$ cat src/rtl/leaf_pkt_pkg.sv
// ============================================================================
// Module      : leaf_pkt_pkg
// Description : Field widths, bit positions and credit constants for the
//               leaf output packet {valid, dest_leaf, dest_port, addr, payload}.
// Revision    : 1.0 - initial release
// ============================================================================
`default_nettype none

package leaf_pkt_pkg;

  localparam int PAYLOAD_BITS          = 32;
  localparam int NUM_LEAF_BITS         = 5;
  localparam int NUM_PORT_BITS         = 4;
  localparam int NUM_ADDR_BITS         = 7;
  localparam int PACKET_BITS           = 1 + NUM_LEAF_BITS + NUM_PORT_BITS
                                         + NUM_ADDR_BITS + PAYLOAD_BITS;

  localparam int VALID_BIT             = PACKET_BITS - 1;
  localparam int LEAF_LSB              = VALID_BIT - NUM_LEAF_BITS;
  localparam int PORT_LSB              = LEAF_LSB - NUM_PORT_BITS;
  localparam int ADDR_LSB              = PORT_LSB - NUM_ADDR_BITS;

  // One extra bit so a full receiver buffer (2**NUM_ADDR_BITS) is representable.
  localparam int CREDIT_BITS           = NUM_ADDR_BITS + 1;
  localparam int CREDIT_MAX            = 2 ** NUM_ADDR_BITS;
  localparam int FREESPACE_UPDATE_SIZE = 64;

endpackage

`default_nettype wire

$ cat src/rtl/rr_arbiter.sv
// ============================================================================
// Module      : rr_arbiter
// Description : Round-robin arbiter; searches upward from the last granted
//               index, wrapping mod N, and produces a one-hot grant.
// Revision    : 1.0 - initial release
// ============================================================================
`default_nettype none

module rr_arbiter #(
  parameter int N = 6
) (
  input  logic         clk,
  input  logic         reset_n,
  input  logic [N-1:0] req_i,
  input  logic         advance_i,
  output logic [N-1:0] gnt_o
);

  localparam int PTR_BITS = (N > 1) ? $clog2(N) : 1;

  logic [PTR_BITS-1:0] last_q;
  logic [PTR_BITS-1:0] last_d;
  logic [PTR_BITS-1:0] w_cand;
  logic                w_found;

  always_comb begin
    gnt_o   = '0;
    last_d  = last_q;
    w_found = 1'b0;
    w_cand  = '0;
    for (int k = 1; k <= N; k++) begin
      if (int'(last_q) + k >= N) begin
        w_cand = PTR_BITS'(int'(last_q) + k - N);
      end else begin
        w_cand = PTR_BITS'(int'(last_q) + k);
      end
      if (!w_found && req_i[w_cand]) begin
        w_found       = 1'b1;
        gnt_o[w_cand] = 1'b1;
        last_d        = w_cand;
      end
    end
    if (!advance_i) begin
      last_d = last_q;
    end
  end

  always_ff @(posedge clk or negedge reset_n) begin
    if (!reset_n) begin
      last_q <= PTR_BITS'(N - 1);
    end else begin
      last_q <= last_d;
    end
  end

endmodule

`default_nettype wire

$ cat src/rtl/leaf_out_arbiter.sv
// ============================================================================
// Module      : leaf_out_arbiter
// Description : Shares the leaf's single BFT output among NUM_OUT_PORTS user
//               streams using round-robin gated by destination config/credits.
// Revision    : 1.0 - initial release
// ============================================================================
`default_nettype none

module leaf_out_arbiter
  import leaf_pkt_pkg::*;
#(
  parameter int NUM_OUT_PORTS = 6
) (
  input  logic                                  clk,
  input  logic                                  reset_n,
  input  logic [NUM_OUT_PORTS*PAYLOAD_BITS-1:0] din_leaf_user2interface,
  input  logic [NUM_OUT_PORTS-1:0]              vld_user2interface,
  output logic [NUM_OUT_PORTS-1:0]              ack_interface2user,
  input  logic                                  cfg_we,
  input  logic [NUM_PORT_BITS-1:0]              cfg_port,
  input  logic [NUM_LEAF_BITS-1:0]              cfg_leaf,
  input  logic [NUM_PORT_BITS-1:0]              cfg_dport,
  input  logic                                  cred_vld,
  input  logic [NUM_PORT_BITS-1:0]              cred_port,
  input  logic                                  resend,
  input  logic                                  pkt_rdy,
  output logic [PACKET_BITS-1:0]                dout_leaf_interface2bft
);

  logic [NUM_OUT_PORTS-1:0] cfg_valid_q, cfg_valid_d;
  logic [NUM_LEAF_BITS-1:0] leaf_q   [NUM_OUT_PORTS];
  logic [NUM_LEAF_BITS-1:0] leaf_d   [NUM_OUT_PORTS];
  logic [NUM_PORT_BITS-1:0] dport_q  [NUM_OUT_PORTS];
  logic [NUM_PORT_BITS-1:0] dport_d  [NUM_OUT_PORTS];
  logic [NUM_ADDR_BITS-1:0] addr_q   [NUM_OUT_PORTS];
  logic [NUM_ADDR_BITS-1:0] addr_d   [NUM_OUT_PORTS];
  logic [CREDIT_BITS-1:0]   credit_q [NUM_OUT_PORTS];
  logic [CREDIT_BITS-1:0]   credit_d [NUM_OUT_PORTS];
  logic [PACKET_BITS-1:0]   dout_q, dout_d;

  logic [NUM_OUT_PORTS-1:0] w_eligible;
  logic [NUM_OUT_PORTS-1:0] w_req;
  logic [NUM_OUT_PORTS-1:0] w_gnt;
  logic                     w_slot_free;
  logic                     w_issue_en;
  logic [NUM_LEAF_BITS-1:0] w_sel_leaf;
  logic [NUM_PORT_BITS-1:0] w_sel_dport;
  logic [NUM_ADDR_BITS-1:0] w_sel_addr;
  logic [PAYLOAD_BITS-1:0]  w_sel_data;
  logic [CREDIT_BITS:0]     w_credit_sum;

  assign w_slot_free = ~dout_q[VALID_BIT] | pkt_rdy;
  assign w_issue_en  = w_slot_free & ~resend;
  assign w_req       = w_eligible & {NUM_OUT_PORTS{w_issue_en}};

  always_comb begin
    w_eligible = '0;
    for (int i = 0; i < NUM_OUT_PORTS; i++) begin
      w_eligible[i] = vld_user2interface[i] & cfg_valid_q[i] & (credit_q[i] != '0);
    end
  end

  rr_arbiter #(
    .N (NUM_OUT_PORTS)
  ) u_rr_arbiter (
    .clk       (clk),
    .reset_n   (reset_n),
    .req_i     (w_req),
    .advance_i (w_issue_en),
    .gnt_o     (w_gnt)
  );

  assign ack_interface2user = w_gnt;

  // Grant is one-hot, so OR-ing the gated fields is a plain mux.
  always_comb begin
    w_sel_leaf  = '0;
    w_sel_dport = '0;
    w_sel_addr  = '0;
    w_sel_data  = '0;
    for (int i = 0; i < NUM_OUT_PORTS; i++) begin
      if (w_gnt[i]) begin
        w_sel_leaf  = w_sel_leaf  | leaf_q[i];
        w_sel_dport = w_sel_dport | dport_q[i];
        w_sel_addr  = w_sel_addr  | addr_q[i];
        w_sel_data  = w_sel_data  | din_leaf_user2interface[i*PAYLOAD_BITS +: PAYLOAD_BITS];
      end
    end
  end

  always_comb begin
    dout_d = dout_q;
    if (!resend) begin
      if (|w_gnt) begin
        dout_d[VALID_BIT]                   = 1'b1;
        dout_d[LEAF_LSB +: NUM_LEAF_BITS]   = w_sel_leaf;
        dout_d[PORT_LSB +: NUM_PORT_BITS]   = w_sel_dport;
        dout_d[ADDR_LSB +: NUM_ADDR_BITS]   = w_sel_addr;
        dout_d[0 +: PAYLOAD_BITS]           = w_sel_data;
      end else if (w_slot_free) begin
        dout_d[VALID_BIT] = 1'b0;
      end
    end
  end

  // A config write overrides the grant/credit update of the same cycle.
  always_comb begin
    cfg_valid_d  = cfg_valid_q;
    w_credit_sum = '0;
    for (int i = 0; i < NUM_OUT_PORTS; i++) begin
      leaf_d[i]    = leaf_q[i];
      dport_d[i]   = dport_q[i];
      addr_d[i]    = addr_q[i] + NUM_ADDR_BITS'(w_gnt[i]);
      w_credit_sum = {1'b0, credit_q[i]}
                   + ((cred_vld && cred_port == NUM_PORT_BITS'(i))
                      ? (CREDIT_BITS+1)'(FREESPACE_UPDATE_SIZE) : '0)
                   - (CREDIT_BITS+1)'(w_gnt[i]);
      if (w_credit_sum > (CREDIT_BITS+1)'(CREDIT_MAX)) begin
        credit_d[i] = CREDIT_BITS'(CREDIT_MAX);
      end else begin
        credit_d[i] = w_credit_sum[CREDIT_BITS-1:0];
      end
      if (cfg_we && cfg_port == NUM_PORT_BITS'(i)) begin
        cfg_valid_d[i] = 1'b1;
        leaf_d[i]      = cfg_leaf;
        dport_d[i]     = cfg_dport;
        addr_d[i]      = '0;
        credit_d[i]    = CREDIT_BITS'(CREDIT_MAX);
      end
    end
  end

  always_ff @(posedge clk or negedge reset_n) begin
    if (!reset_n) begin
      cfg_valid_q <= '0;
      dout_q      <= '0;
      for (int i = 0; i < NUM_OUT_PORTS; i++) begin
        leaf_q[i]   <= '0;
        dport_q[i]  <= '0;
        addr_q[i]   <= '0;
        credit_q[i] <= CREDIT_BITS'(CREDIT_MAX);
      end
    end else begin
      cfg_valid_q <= cfg_valid_d;
      dout_q      <= dout_d;
      for (int i = 0; i < NUM_OUT_PORTS; i++) begin
        leaf_q[i]   <= leaf_d[i];
        dport_q[i]  <= dport_d[i];
        addr_q[i]   <= addr_d[i];
        credit_q[i] <= credit_d[i];
      end
    end
  end

  assign dout_leaf_interface2bft = dout_q;

endmodule

`default_nettype wire
$ cat config.mk
export PLATFORM = sky130hd
export DESIGN_NAME = leaf_out_arbiter
export DESIGN_NICKNAME = d
export VERILOG_FILES = /design/src/rtl/leaf_pkt_pkg.sv /design/src/rtl/rr_arbiter.sv /design/src/rtl/leaf_out_arbiter.sv
export SDC_FILE = /design/constraint.sdc
export NUM_CORES = 1
export LEC_CHECK = 0
export ABC_AREA = 1
export BUFFER_PORTS_ARGS = -buffer_cell sky130_fd_sc_hd__buf_2
export CORE_UTILIZATION = 51
export CTS_CLUSTER_SIZE = 20
export DETAILED_ROUTE_END_ITERATION = 10
export MAX_ROUTING_LAYER = met4
export PLACE_DENSITY_LB_ADDON = 0.3
export SYNTH_ARGS = -nofsm -noshare
export SYNTH_HDL_FRONTEND = slang
export SYNTH_SLANG_ARGS = --single-unit
$ cat constraint.sdc
create_clock -name clk -period 4.89 [get_ports clk]
set_input_delay 1.467 -clock clk [delete_from_list [all_inputs] [get_ports clk]]
set_output_delay 1.467 -clock clk [all_outputs]
set_load 0.05 [all_outputs]
==> results.json <==
{
  "async_flop_share_pct": 100,
  "via_count": 13100,
  "hpwl_mm": 29.6,
  "cts_tree": "done",
  "rrSetupSlack_ns": 0.21,
  "io_buffers": 275,
  "endpoint_kind": "primary output",
  "yosysWarnings": 0,
  "hold_path_end": "leaf_q[7]$_DFFE_PN0P_",
  "fp-row-count": 57,
  "postRouteAntennaNets": 0,
  "reg2reg_depth": 30,
  "wl_met3_mm": 3.02,
  "synth_common_cells": "nand2_1 (533), nor2_1 (230), nand3_1 (216)",
  "nNetsFinal": 2461,
  "worstHoldPathType": "reg2reg",
  "clock_path_buffers": 3,
  "grt.total_usage_pct": 31.6,
  "path_class": "in2out",
  "ctsRootBufferMaster": "clkbuf_16",
  "drt_iter0_drc": 1028,
  "routabilityCongestion": 0.956,
  "required_ns": 3.42,
  "r2r_end": "credit_q[25]$_DFF_PN0_",
  "skew_ns": 0.0203,
  "final_cells": 2486,
  "wl_met2_mm": 19.4,
  "via_per_inst": 5.27,
  "avgSynthCellArea_um2": 7.18,
  "num_io_pins": 276,
  "cpPeakStageDelay_ns": 0.25,
  "yosysMostFrequentCell": "nand2_1",
  "cp_cell_sequence": "buf_6, inv_4, nand2_4, nand2_8, nor2_4, nand3_1, nand2_2, buf_4, nand2_1, nand2_1, nand3_4, buf_4, nor3_4, nand3_2, nand3_4, buf_8, buf_8",
  "critPathMaxFanout": 7,
  "start_kind": "input pin",
  "drt_wl_total_mm": 40.8,
  "coreArea_mm2": 0.0246,
  "initial_core_util_pct": 52.7,
  "yosysSeqAreaShare_pct": 39.1,
  "drc": 0,
  "wirelength_met1_mm": 17.3,
  "reg2reg_from": "u_rr_arbiter.last_q[0]$_DFFE_PN1P_",
  "max_freq_ghz": 0.207,
  "clock-sinks": 202,
  "synth_ff_type": "dfrtp_1",
  "tightest_slew_ns": 1.01,
  "die_y_um": 161,
  "antenna_found_initial": 0,
  "die_area_mm2": 0.0261,
  "antennaDiodeCount": 0,
  "grt-ovfl-total": 0,
  "grt_pass1_vias": 12400,
  "relSlewSlack_pct": 32.5,
  "syn_inst": 1805,
  "slowest_stage": "nor3_4",
  "rsz0062_at_grt": "true",
  "synth_top_area_cell": "dfrtp_1",
  "slew_viol_final": 0,
  "finalSetupViolCount": 0,
  "cts_made_buffers": 23,
  "grt_pass1_wl_mm": 63.3,
  "fin_crit_ns": 4.84,
  "ctsHoldBuffers": 0,
  "grt_max_degree": 96,
  "hold_viol": 0,
  "synth-edff-count": 0,
  "area_delta_synth_final_pct": 28.5,
  "highest_layer": "met4",
  "post-place-cells": 2427,
  "ys_types": 40,
  "layout-drive-gt1-share_pct": 25.7,
  "path_clk_slew_ns": 0.06,
  "hold_start": "leaf_q[7]$_DFFE_PN0P_",
  "wire_per_inst_um": 16.4,
  "h-tree-depth": 1,
  "yosysTopAreaCellShare_pct": 37.5,
  "synth_area_leaders": "dfrtp_1 (37%), nand2_1 (15%), ha_1 (8.4%)",
  "postSynthNetCount": 2119,
  "cp.arrival_ns": 3.37,
  "dieWidth_um": 161,
  "layout_worst_path_cycle_share_pct": 98.9,
  "status": "complete, no violations",
  "mappedNetlistArea_mm2": 0.0130,
  "dr.pass1.iters": 5,
  "hold_depth": 2,
  "clk_latency_ns": 0.53,
  "maxCapViolCount": 0,
  "ys_seq_elements": 202
}
## area by class of cell
class | count | area, µm²
fill | 2087 | 7940
multi-input combinational | 1331 | 7290
tap | 324 | 405
sequential | 202 | 5070
timing repair buffer | 373 | 2270
clock buffer | 31 | 666
inverter | 216 | 826
clock inverter | 9 | 139
## placed cells by master, fill, tap and decap left out, drive strengths merged, types with 5 or more instances in the layout
cell      n
nand2   543
buf     372
nor2    233
nand3   223
inv     218
dfrtp   194
ha       87
o21ai    72
a21oi    47
clkbuf   32
xor2     31
nor3     20
nand4    14
o21bai   11
or2      10
and3      8
dfstp     8
fa        6
o31ai     5
## stage by stage
| step | hold WS [ns] | util (%) | area, µm² | worst slack [ns] | setup TNS [ns] |
|---|---|---|---|---|---|
| floorplan | 0.439 | - | 13100 | -0.0141 | -0.0732 |
| global placement | 0.466 | 61.6 | 15100 | -0.301 | -9.97 |
| detailed placement | 0.473 | 61.6 | 15100 | -0.361 | -13.80 |
| CTS | 0.488 | 65.0 | 16000 | -0.0353 | -0.0395 |
| global route | 0.505 | 67.7 | 16700 | -0.0707 | -0.410 |
| finish | 0.486 | 67.7 | 16700 | 0.0535 | 0 |
## kinds of logic (layout without fill, tap and decap cells)
kind of cell	Yosys count	after routing	synth area share (%)
xor+xnor	35	35	2.36
compound gates	147	147	6.25
buf+inv	272	629	8.40
fa+ha+maj	93	93	9.32
flops	202	202	39.1
simple gates	1056	1056	34.6
## worst max path at each step
| stage | from | end | slack, ns | depth (start not counted) |
|---|---|---|---|---|
| floorplan | pkt_rdy | credit_q[21]$_DFF_PN0_ | -0.01 | 33 |
| global placement | pkt_rdy | credit_q[22]$_DFF_PN0_ | -0.30 | 32 |
| detailed placement | pkt_rdy | credit_q[22]$_DFF_PN0_ | -0.36 | 32 |
| CTS | pkt_rdy | ack_interface2user[1] | -0.04 | 16 |
| global route | pkt_rdy | credit_q[25]$_DFF_PN0_ | -0.07 | 31 |
| finish | pkt_rdy | ack_interface2user[2] | 0.05 | 17 |
## sequential cells by signal (all words and copies together) (netlist names)
name,flops
addr_q,42
cfg_valid_q,6
credit_q,48
dout_leaf_interface2bft,49
dport_q,24
leaf_q,30
u_rr_arbiter.last_q,3
## critical path, delay by kind of cell
family | cells | cell delay, ns
buf+inv | 6 | 0.67
simple gates | 11 | 1.22
## timing repair
action	4_1_cts	5_1_grt
resized for setup	13	138
pin swaps	0	53
setup endpoints to repair	6	54
setup buffers	1	19
## layer usage
metal / vias up / track usage [%]
li1: 6403 / -
met1: 6139 / 41.0
met2: 489 / 51.1
met3: 73 / 5.29
met4: 0 / 8.32
met5: - / -
Power is left out: the tool's default activity adds up to more than one toggle a clock period on the data nets, which glitch-free logic cannot reach.
